==> src/rtl/idex_operand_stage.sv <==
// ID/EX pipeline register feeding the ALU: captures decoded operands and control,
// resolves EX/MEM and MEM/WB forwarding, and flags load-use hazards back to decode.
module idex_operand_stage #(
    parameter int DATA_W = 32,
    parameter int REG_AW = 5
) (
    input  logic              Clk,
    input  logic              Rst_n,
    input  logic              Stall,
    input  logic              Flush,
    input  logic              InValid,
    input  logic [REG_AW-1:0] InRs,
    input  logic [REG_AW-1:0] InRt,
    input  logic [DATA_W-1:0] InRsData,
    input  logic [DATA_W-1:0] InRtData,
    input  logic [DATA_W-1:0] InImm,
    input  logic              InAluSrc,
    input  logic [1:0]        InAluCtrl,
    input  logic [REG_AW-1:0] InWriteReg,
    input  logic [3:0]        InCtrl,
    input  logic              ExMemRegWrite,
    input  logic [REG_AW-1:0] ExMemWriteReg,
    input  logic [DATA_W-1:0] ExMemResult,
    input  logic              MemWbRegWrite,
    input  logic [REG_AW-1:0] MemWbWriteReg,
    input  logic [DATA_W-1:0] MemWbResult,
    output logic [DATA_W-1:0] DataIn1,
    output logic [DATA_W-1:0] DataIn2,
    output logic [1:0]        AluCtrl,
    output logic [DATA_W-1:0] StoreData,
    output logic              OutValid,
    output logic [REG_AW-1:0] OutWriteReg,
    output logic [3:0]        OutCtrl,
    output logic              LoadUseStall
);

    typedef struct packed {
        logic              valid;
        logic [REG_AW-1:0] rs;
        logic [REG_AW-1:0] rt;
        logic [DATA_W-1:0] rs_data;
        logic [DATA_W-1:0] rt_data;
        logic [DATA_W-1:0] imm;
        logic              alu_src;
        logic [1:0]        alu_ctrl;
        logic [REG_AW-1:0] write_reg;
        logic [3:0]        ctrl;
    } stage_t;

    stage_t            r_stage;
    stage_t            w_next;
    logic              w_load_use;
    logic [DATA_W-1:0] w_fwd_rs;
    logic [DATA_W-1:0] w_fwd_rt;

    always_comb begin
        w_next           = '0;
        w_next.valid     = InValid;
        w_next.rs        = InRs;
        w_next.rt        = InRt;
        w_next.rs_data   = InRsData;
        w_next.rt_data   = InRtData;
        w_next.imm       = InImm;
        w_next.alu_src   = InAluSrc;
        w_next.alu_ctrl  = InAluCtrl;
        w_next.write_reg = InWriteReg;
        w_next.ctrl      = InCtrl;
    end

    // ctrl[2] is MemRead; register 0 never creates a dependency.
    always_comb begin
        w_load_use = 1'b0;
        if (!Flush && r_stage.valid && r_stage.ctrl[2] && (r_stage.write_reg != '0) && InValid &&
            ((r_stage.write_reg == InRs) || (r_stage.write_reg == InRt)))
            w_load_use = 1'b1;
    end

    // Bubbles (flush or load-use) clear the whole stage, data included.
    always_ff @(posedge Clk or negedge Rst_n) begin
        if (!Rst_n)
            r_stage <= '0;
        else if (Flush)
            r_stage <= '0;
        else if (Stall)
            r_stage <= r_stage;
        else if (w_load_use)
            r_stage <= '0;
        else
            r_stage <= w_next;
    end

    // EX/MEM has the younger result, so it wins over MEM/WB.
    always_comb begin
        w_fwd_rs = r_stage.rs_data;
        if (ExMemRegWrite && (ExMemWriteReg != '0) && (ExMemWriteReg == r_stage.rs))
            w_fwd_rs = ExMemResult;
        else if (MemWbRegWrite && (MemWbWriteReg != '0) && (MemWbWriteReg == r_stage.rs))
            w_fwd_rs = MemWbResult;
    end

    always_comb begin
        w_fwd_rt = r_stage.rt_data;
        if (ExMemRegWrite && (ExMemWriteReg != '0) && (ExMemWriteReg == r_stage.rt))
            w_fwd_rt = ExMemResult;
        else if (MemWbRegWrite && (MemWbWriteReg != '0) && (MemWbWriteReg == r_stage.rt))
            w_fwd_rt = MemWbResult;
    end

    assign DataIn1      = w_fwd_rs;
    assign DataIn2      = r_stage.alu_src ? r_stage.imm : w_fwd_rt;
    assign StoreData    = w_fwd_rt;
    assign AluCtrl      = r_stage.alu_ctrl;
    assign OutValid     = r_stage.valid;
    assign OutWriteReg  = r_stage.write_reg;
    assign OutCtrl      = r_stage.valid ? r_stage.ctrl : 4'b0000;
    assign LoadUseStall = w_load_use;

endmodule

==> config.mk <==
export PLATFORM = sky130hd
export DESIGN_NAME = idex_operand_stage
export DESIGN_NICKNAME = d
export VERILOG_FILES = /design/src/rtl/idex_operand_stage.sv
export SDC_FILE = /design/constraint.sdc
export NUM_CORES = 1
export LEC_CHECK = 0
export ABC_AREA = 0
export CAP_MARGIN = 20
export CORE_ASPECT_RATIO = 0.75
export CORE_MARGIN = 1
export CORE_UTILIZATION = 50
export CTS_CLUSTER_DIAMETER = 30
export CTS_CLUSTER_SIZE = 25
export DETAILED_ROUTE_END_ITERATION = 12
export DONT_BUFFER_PORTS = 1
export PLACE_DENSITY = 0.68
export SKIP_LAST_GASP = 1
export SYNTH_ARGS = -nofsm -noshare
export SYNTH_HDL_FRONTEND = slang
export SYNTH_SLANG_ARGS = --single-unit
==> constraint.sdc <==
create_clock -name Clk -period 1.85 [get_ports Clk]
set_clock_uncertainty 0.05 [all_clocks]
set_input_delay 0.185 -clock Clk [delete_from_list [all_inputs] [get_ports Clk]]
set_output_delay 0.185 -clock Clk [all_outputs]
set_load 0.01 [all_outputs]
* Word level (Yosys, flattened, before mapping)
Index checks and enable logic that the tools add are counted.
Storage, ports and cells: register bits after elaboration 119, latch bits 0, word-level logic and storage cells 43, bits in writable memories 0, output and inout port bits 109, bits in read-only memories 0, memories 0
Operators by class: add/sub/neg operators 0, eq/ne operators 7, muxes and demuxes 10, div/mod/pow operators 0, shifts and indexed selects 0, magnitude comparators 0, reductions and logical operators 16, bitwise operators 0, multiply operators 0
Operator list (count):
- 119-bit two-way mux | 3
- 32-bit two-way mux | 5
- 5-bit equality test | 6
- 5-bit nonzero test | 3
- 1-bit logical AND | 11
- 4-bit two-way mux | 1
- 2-bit by 1-bit inequality test with 1-bit output (second input constant) | 1
- 1-bit zero test | 1
- 1-bit logical OR | 1
- 1-bit two-way mux | 1

* Depth between registers and ports, before layout
Gate-level depths: netlist of run 1.
depth in word-level cells 10, gate-level depth with buffers 7

* Worst setup path before layout of run 1
No wires, ideal clock.
path type register to output, start reg r_stage[111] (netlist bit), end out DataIn2[23], stages on the path, launching flop included 7, data arrival time 1820 ps, data required time 1615 ps, setup slack -205 ps, path through dfrtp_1 > xnor2_1 > o211ai_4 > buf_2 > or3_1 > a31oi_1 > mux2_2
On the way: cells in the longest elaborated chain, start to end 5, elaborated cells between the ends (all ways) 7, those cells by class 2 x eq/ne; 3 x mux; 2 x reduce/logical
Ends and longest elaborated chain:
- from (decl) | line 50 | stage_t r_stage;
- from (signal assigned) | line 85 | r_stage <= r_stage;
- from (signal assigned) | line 89 | r_stage <= w_next;
- 5-bit equality test | line 105 | else if (MemWbRegWrite && (MemWbWriteReg != '0) && (MemWbWriteReg == r_stage.rt))
- 1-bit logical AND | line 105
- 32-bit two-way mux | line 105
- 32-bit two-way mux (*) | line 103 | if (ExMemRegWrite && (ExMemWriteReg != '0) && (ExMemWriteReg == r_stage.rt))
- named net StoreData[23] | line 30 | output logic [DATA_W-1:0] StoreData,
- 32-bit two-way mux (*) | line 110 | assign DataIn2 = r_stage.alu_src ? r_stage.imm : w_fwd_rt;
- to (decl) | line 28 | output logic [DATA_W-1:0] DataIn2,
Mark *: on every way through the listed nets, which the timed path passes. The rest lies on a longest branch.

* Final worst setup path of run 1
start reg r_stage[108] (netlist bit), end out DataIn2[25]
On the way: cells in the longest elaborated chain, start to end 5, elaborated cells between the ends (all ways) 7, those cells by class 2 x eq/ne; 3 x mux; 2 x reduce/logical
Ends and longest elaborated chain (line):
- 5-bit equality test | 105
- 1-bit logical AND | 105
- 32-bit two-way mux | 105
- 32-bit two-way mux (*) | 103
- 32-bit two-way mux (*) | 110
Mark *: on every way between the ends. The rest lies on a longest branch, timed or not.

==> flow_summary.json, run 1 <==
{
  "status": "complete, but fails checks",
  "failed_checks": "negative hold slack, negative setup slack",
  "crit_start": "r_stage[108]",
  "grt_max_degree": 238,
  "regToRegStartpoint": "OutWriteReg[4]",
  "vdd_drop_max_uv": 652,
  "ios": 308,
  "rows": 39,
  "postCtsHoldBufs": 9,
  "final_cells": 1196,
  "cts_tree": "yes",
  "setup_viol_count_final": 211,
  "avgSynthCellArea_um2": 8.72,
  "arrival_ns": 2.37,
  "crit_path_end": "DataIn2[25]",
  "dp_slack_ns": -0.288,
  "gp_congestion": 0.895,
  "overflow": 0,
  "vias_per_cell": 6.86,
  "antenna_found_initial": 2,
  "design.core.area_um2": 15500,
  "p_seq_frac": 0.329,
  "num_vias": 8201,
  "avgRoutedWirePerCell_um": 30.0,
  "drive_gt1_frac": 0.499,
  "dieHeight_um": 112,
  "fmax_mhz": 385,
  "path_clk_slew_ns": 0.06,
  "synth_edf_count": 0,
  "power.share.combinational": 0.198,
  "cts_buffers": 17,
  "clock_sinks": 119,
  "pwr-share-clk": 0.474,
  "drc": 0,
  "min_path_type": "input pin to async pin",
  "drv_cap": 0,
  "grt_pass1_vias": 8224,
  "start_util": 0.521,
  "dieArea_um2": 16700,
  "yosys_warnings": 0,
  "synth_area_um2": 8090,
  "setup_tns_ns": -98.52,
  "dr.pass1.iters": 5,
  "p_int_mw": 6.50,
  "yosysUniqueCellTypes": 32,
  "grt_pass1_wl_um": 48400,
  "layout_commonest_cell": "inv_1",
  "hold_slack_ns": -0.597,
  "rsz0062_at_grt": "yes",
  "reg2regPathDepth": 10,
  "finish.utilization": 0.848,
  "fill_cells": 786,
  "p_sw_mw": 2.31,
  "cts_root_buf": "clkbuf_16",
  "rr_endpoint": "r_stage[22]",
  "dp_hpwl_um": 18600,
  "rrSetupSlack_ns": -0.42,
  "ys_ff_latch": 119,
  "timing.final.ws_setup_ns": -0.750,
  "final_antenna_net_count": 0,
  "p_sw_frac": 0.262,
  "layout.nets": 1175,
  "maxSlewHeadroom": 0.614,
  "globalRouteTotalUtil": 0.387,
  "initialDrtViolationCount": 765,
  "dp_cells": 1105,
  "multi_input_area_um2": 6630,
  "regArea_um2": 2990,
  "fin_crit_sh": 1.41,
  "drv_slew": 0,
  "power_density_nw_per_um2": 669,
  "power_leakage_nw": 5.64,
  "critical_path_class": "flop to output port",
  "die_w_um": 149,
  "finalHoldViolCount": 230,
  "finalWirelength_um": 35800,
  "worst_pin_slew_ns": 0.578,
  "layout_min_cycle_time_ns": 2.60,
  "required_ns": 1.62,
  "port_buffers": 0,
  "insertion_delay_ns": 0.43,
  "syn_inst": 928,
  "cp_max_fo": 15,
  "seq_area_frac_synth": 0.368,
  "cts_max_path_buffers": 2,
  "synth_flop_cell": "dfrtp_1",
  "worst_setup_path_end_kind": "output port",
  "critPathLaunchType": "flop",
  "ys_async_sr_fraction": 1.00,
  "htreeDepth": 4,
  "area_delta_synth_final_pct": 62.8,
  "syn_nets": 1127,
  "mostFrequentLayoutCells": "inv_1 (151), nand3b_1 (117), dfrtp_1 (112)"
}
-- kinds of logic (layout without fill, tap and decap cells) --
kind of cell,after synthesis,in the layout,share of synthesized area
AOI/OAI and AO/OA,219,219,0.199
xor gates and xnor gates,30,30,0.0325
buffers and inverters,259,320,0.130
DFF,119,119,0.368
muxes,64,64,0.0842
other,0,2,0
and+or+nand+nor,237,237,0.186
-- cell type report --
class / instances / share of cell area
diodes: 2 / 0.000380
clock buffers: 20 / 0.0339
clock inverters: 12 / 0.0206
inverters: 151 / 0.0430
multi-input cells: 550 / 0.503
flip-flops and latches: 119 / 0.227
well taps: 205 / 0.0195
repair buffers: 137 / 0.152
-- power by group through the flow --
stage / combinational, mW / sequential (mW) / clock (mW)
detailed placement: 1.22 / 2.90 / 0
floorplan: 1.00 / 2.86 / 0
global placement: 1.20 / 2.89 / 0
finish: 1.74 / 2.89 / 4.17
global route: 1.81 / 2.90 / 4.30
CTS: 1.49 / 2.87 / 4.14
-- cells in the mapped netlist, types with 2 or more instances --
cell type | number | area [um2]
or4_1 | 2 | 15.0
clkbuf_2 | 3 | 15.0
a21oi_1 | 32 | 160
nand3_1 | 3 | 15.0
buf_1 | 6 | 22.5
a31oi_1 | 32 | 200
mux2_2 | 32 | 360
o21ai_0 | 33 | 165
buf_2 | 20 | 100
o41ai_1 | 119 | 1040
xnor2_1 | 20 | 175
mux2i_1 | 32 | 320
and2_1 | 4 | 25.0
nor2_1 | 34 | 128
clkbuf_1 | 68 | 255
nand4_1 | 3 | 18.8
nand3b_1 | 117 | 878
buf_4 | 8 | 60.1
nand2_1 | 3 | 11.3
or3_1 | 32 | 200
inv_1 | 151 | 567
buf_6 | 3 | 33.8
xor2_1 | 10 | 87.6
dfrtp_1 | 119 | 2980
nor3_1 | 35 | 175
-- critical path, stage by stage (launching register included) --
cell     delay (ns)
dfrtp_2        0.46
xnor2_2        0.17
nand4_1        0.12
buf_4          0.18
buf_6          0.16
or3_1          0.37
a31oi_4        0.24
mux2_4         0.22
-- layer usage --
metal	GRT usage	wire, um	part of all wire	up-vias
met3	0.121	3580	0.10	128
met5	0	0	0	-
met4	0.156	1610	0.045	0
li1	-	-	-	3435
met1	0.450	13200	0.37	4110
met2	0.662	17500	0.49	528
-- registers in the layout, summed over array words and instances (netlist names) --
name / flops
r_stage: 111
AluCtrl: 2
OutValid: 1
OutWriteReg: 5
-- stage by stage --
stage	instance area [um2]	power [mW]
floorplan	8850	3.87
global placement	9370	4.09
detailed placement	9370	4.12
CTS	12000	8.50
global route	13200	9.01
finish	13200	8.81
-- how the worst min path moves through the flow --
stage	from	end	slack (ns)	cells after the start
detailed placement	Rst_n	r_stage[0]	-0.16	0
CTS	Rst_n	OutValid	-0.60	0
floorplan	Rst_n	AluCtrl[0]	-0.16	0
global route	Rst_n	r_stage[11]	-0.62	0
global placement	Rst_n	r_stage[0]	-0.16	0
finish	Rst_n	r_stage[115]	-0.60	0
-- timing repair --
item,CTS,global route
setup buffers,24,15
resized for setup,206,210
setup endpoints to repair,206,216
pin swaps,60,33
cloned,18,9
hold endpoints to repair,238,238
No activity file was read; power rests on OpenSTA's default activity.
==> run 2: changes to the inputs <==
Settings changed: CTS_CLUSTER_SIZE 25 to 30, GPL_ROUTABILITY_DRIVEN from default to 0.
==> flow_summary.json, run 2 (synthesis gave the netlist of run 1 again) <==
{
  "status": "complete, but fails checks",
  "failed_checks": "negative hold slack, negative setup slack",
  "layout_commonest_cell": "inv_1",
  "finalHoldViolCount": 232,
  "p_sw_frac": 0.262,
  "die_w_um": 149,
  "maxSlewHeadroom": 0.677,
  "globalRouteTotalUtil": 0.379,
  "pwr-share-clk": 0.457,
  "cts_root_buf": "clkbuf_16",
  "design.core.area_um2": 15500,
  "htreeDepth": 4,
  "cpLargestDelayFamily": "simple AND/OR/NAND/NOR gates",
  "finalWirelength_um": 34600,
  "setup_viol_count_final": 216,
  "grt_max_degree": 238,
  "p_seq_frac": 0.351,
  "drv_slew": 0,
  "critPathLaunchType": "flop",
  "fmax_mhz": 382,
  "hold_slack_ns": -0.594,
  "rrSetupSlack_ns": -0.44,
  "fill_cells": 840,
  "clock_sinks": 119,
  "overflow": 0,
  "reg2regPathDepth": 10,
  "cts_buffers": 17,
  "dp_slack_ns": -0.308,
  "cts_max_path_buffers": 2,
  "worst_pin_slew_ns": 0.485,
  "critPathMaxStageDelay_ns": 0.43,
  "rsz0062_at_grt": "yes",
  "vias_per_cell": 6.93,
  "dr.pass1.iters": 5,
  "layout.nets": 1155,
  "largest_reg_flops": 111,
  "insertion_delay_ns": 0.43,
  "drv_cap": 0,
  "slowest_stage": "dfrtp_1",
  "power_leakage_nw": 5.48,
  "area_delta_synth_final_pct": 56.6,
  "rr_endpoint": "r_stage[63]",
  "min_path_type": "input pin to async pin",
  "required_ns": 1.62,
  "dp_hpwl_um": 18600,
  "num_vias": 8148,
  "drc": 0,
  "ios": 308,
  "initialDrtViolationCount": 714,
  "cp_max_fo": 16,
  "regMostFlops": "r_stage",
  "final_antenna_net_count": 0,
  "grt_pass1_vias": 8288,
  "drive_gt1_frac": 0.493,
  "dieArea_um2": 16700,
  "antenna_found_initial": 2,
  "grt_pass1_wl_um": 47700,
  "vdd_drop_max_uv": 550,
  "start_util": 0.521,
  "p_int_mw": 6.08,
  "path_clk_slew_ns": 0.06,
  "timing.final.ws_setup_ns": -0.765,
  "port_buffers": 0,
  "avgRoutedWirePerCell_um": 29.5,
  "power_density_nw_per_um2": 650,
  "critical_path_class": "flop to output port",
  "cts_tree": "yes",
  "critPathBufInv": 2,
  "layout_min_cycle_time_ns": 2.61,
  "dieHeight_um": 112,
  "p_sw_mw": 2.16,
  "regToRegStartpoint": "OutWriteReg[0]",
  "crit_chain": "xnor2_1 -> nand4_1 -> buf_6 -> buf_16 -> or3_4 -> a31oi_2 -> mux2_4",
  "mostFrequentLayoutCells": "inv_1 (151), nand3b_1 (117), o41ai_2 (114)",
  "final_cells": 1175,
  "worst_setup_path_end_kind": "output port",
  "rows": 39,
  "dp_cells": 1099,
  "fin_crit_sh": 1.41,
  "power.share.combinational": 0.192,
  "arrival_ns": 2.38
}
## run 2: how the worst max path moves through the flow
| stage | startpoint | endpoint | slack (ns) | cells after the start |
|---|---|---|---|---|
| after global placement | ExMemWriteReg[1] | DataIn2[21] | -0.25 | 7 |
| after floorplan | ExMemWriteReg[1] | DataIn2[0] | -0.16 | 7 |
| final | r_stage[108] | DataIn2[14] | -0.76 | 7 |
| after global routing | r_stage[111] | DataIn2[27] | -0.83 | 6 |
| after detailed placement | MemWbWriteReg[4] | DataIn2[7] | -0.31 | 6 |
| after CTS | r_stage[116] | DataIn1[28] | -0.65 | 7 |
## run 2: power by group through the flow
stage                     combinational (mW)  clock [mW]  sequential, mW
after global routing                    1.64        3.89            2.90
final                                   1.58        3.76            2.90
after CTS                               1.37        3.75            2.87
after detailed placement                1.18           0            2.90
after global placement                  1.16           0            2.90
after floorplan                         1.00           0            2.86
## run 2: per-layer routing
| metal | track usage | wire length [um] |
|---|---|---|
| met2 | 0.623 | 16700 |
| met1 | 0.453 | 12700 |
| met4 | 0.180 | 1610 |
| met5 | 0 | 0 |
| met3 | 0.117 | 3560 |
## run 2: cell type report
cell class                      count  area (um2)  share of cell area
Sequential cell                   119        2990               0.236
Tap cell                          205         256              0.0202
Antenna cell                        2        5.00            0.000395
Clock inverter                      8         168              0.0132
Timing Repair Buffer              117        1650               0.130
Clock buffer                       23         488              0.0385
Multi-Input combinational cell    550        6550               0.517
Inverter                          151         567              0.0447
## run 2: through the flow
stage	area [um2]	setup TNS (ns)	utilization	power [mW]	hold slack, ns
after floorplan	8850	-5.40	-	3.87	-0.161
final	12700	-98.44	0.816	8.24	-0.594
after global routing	12700	-105.34	0.816	8.43	-0.615
after global placement	9280	-23.93	0.598	4.05	-0.157
after CTS	11600	-92.66	0.747	7.99	-0.605
after detailed placement	9280	-30.23	0.598	4.09	-0.156
## run 2: repair_timing
item / CTS / global route
buffers inserted: 20 / 8
hold endpoints to repair: 238 / 238
pin swaps: 40 / 27
cloned: 14 / 7
hold buffers: 3 / 3
setup endpoints to repair: 213 / 216
gates resized for setup: 207 / 180
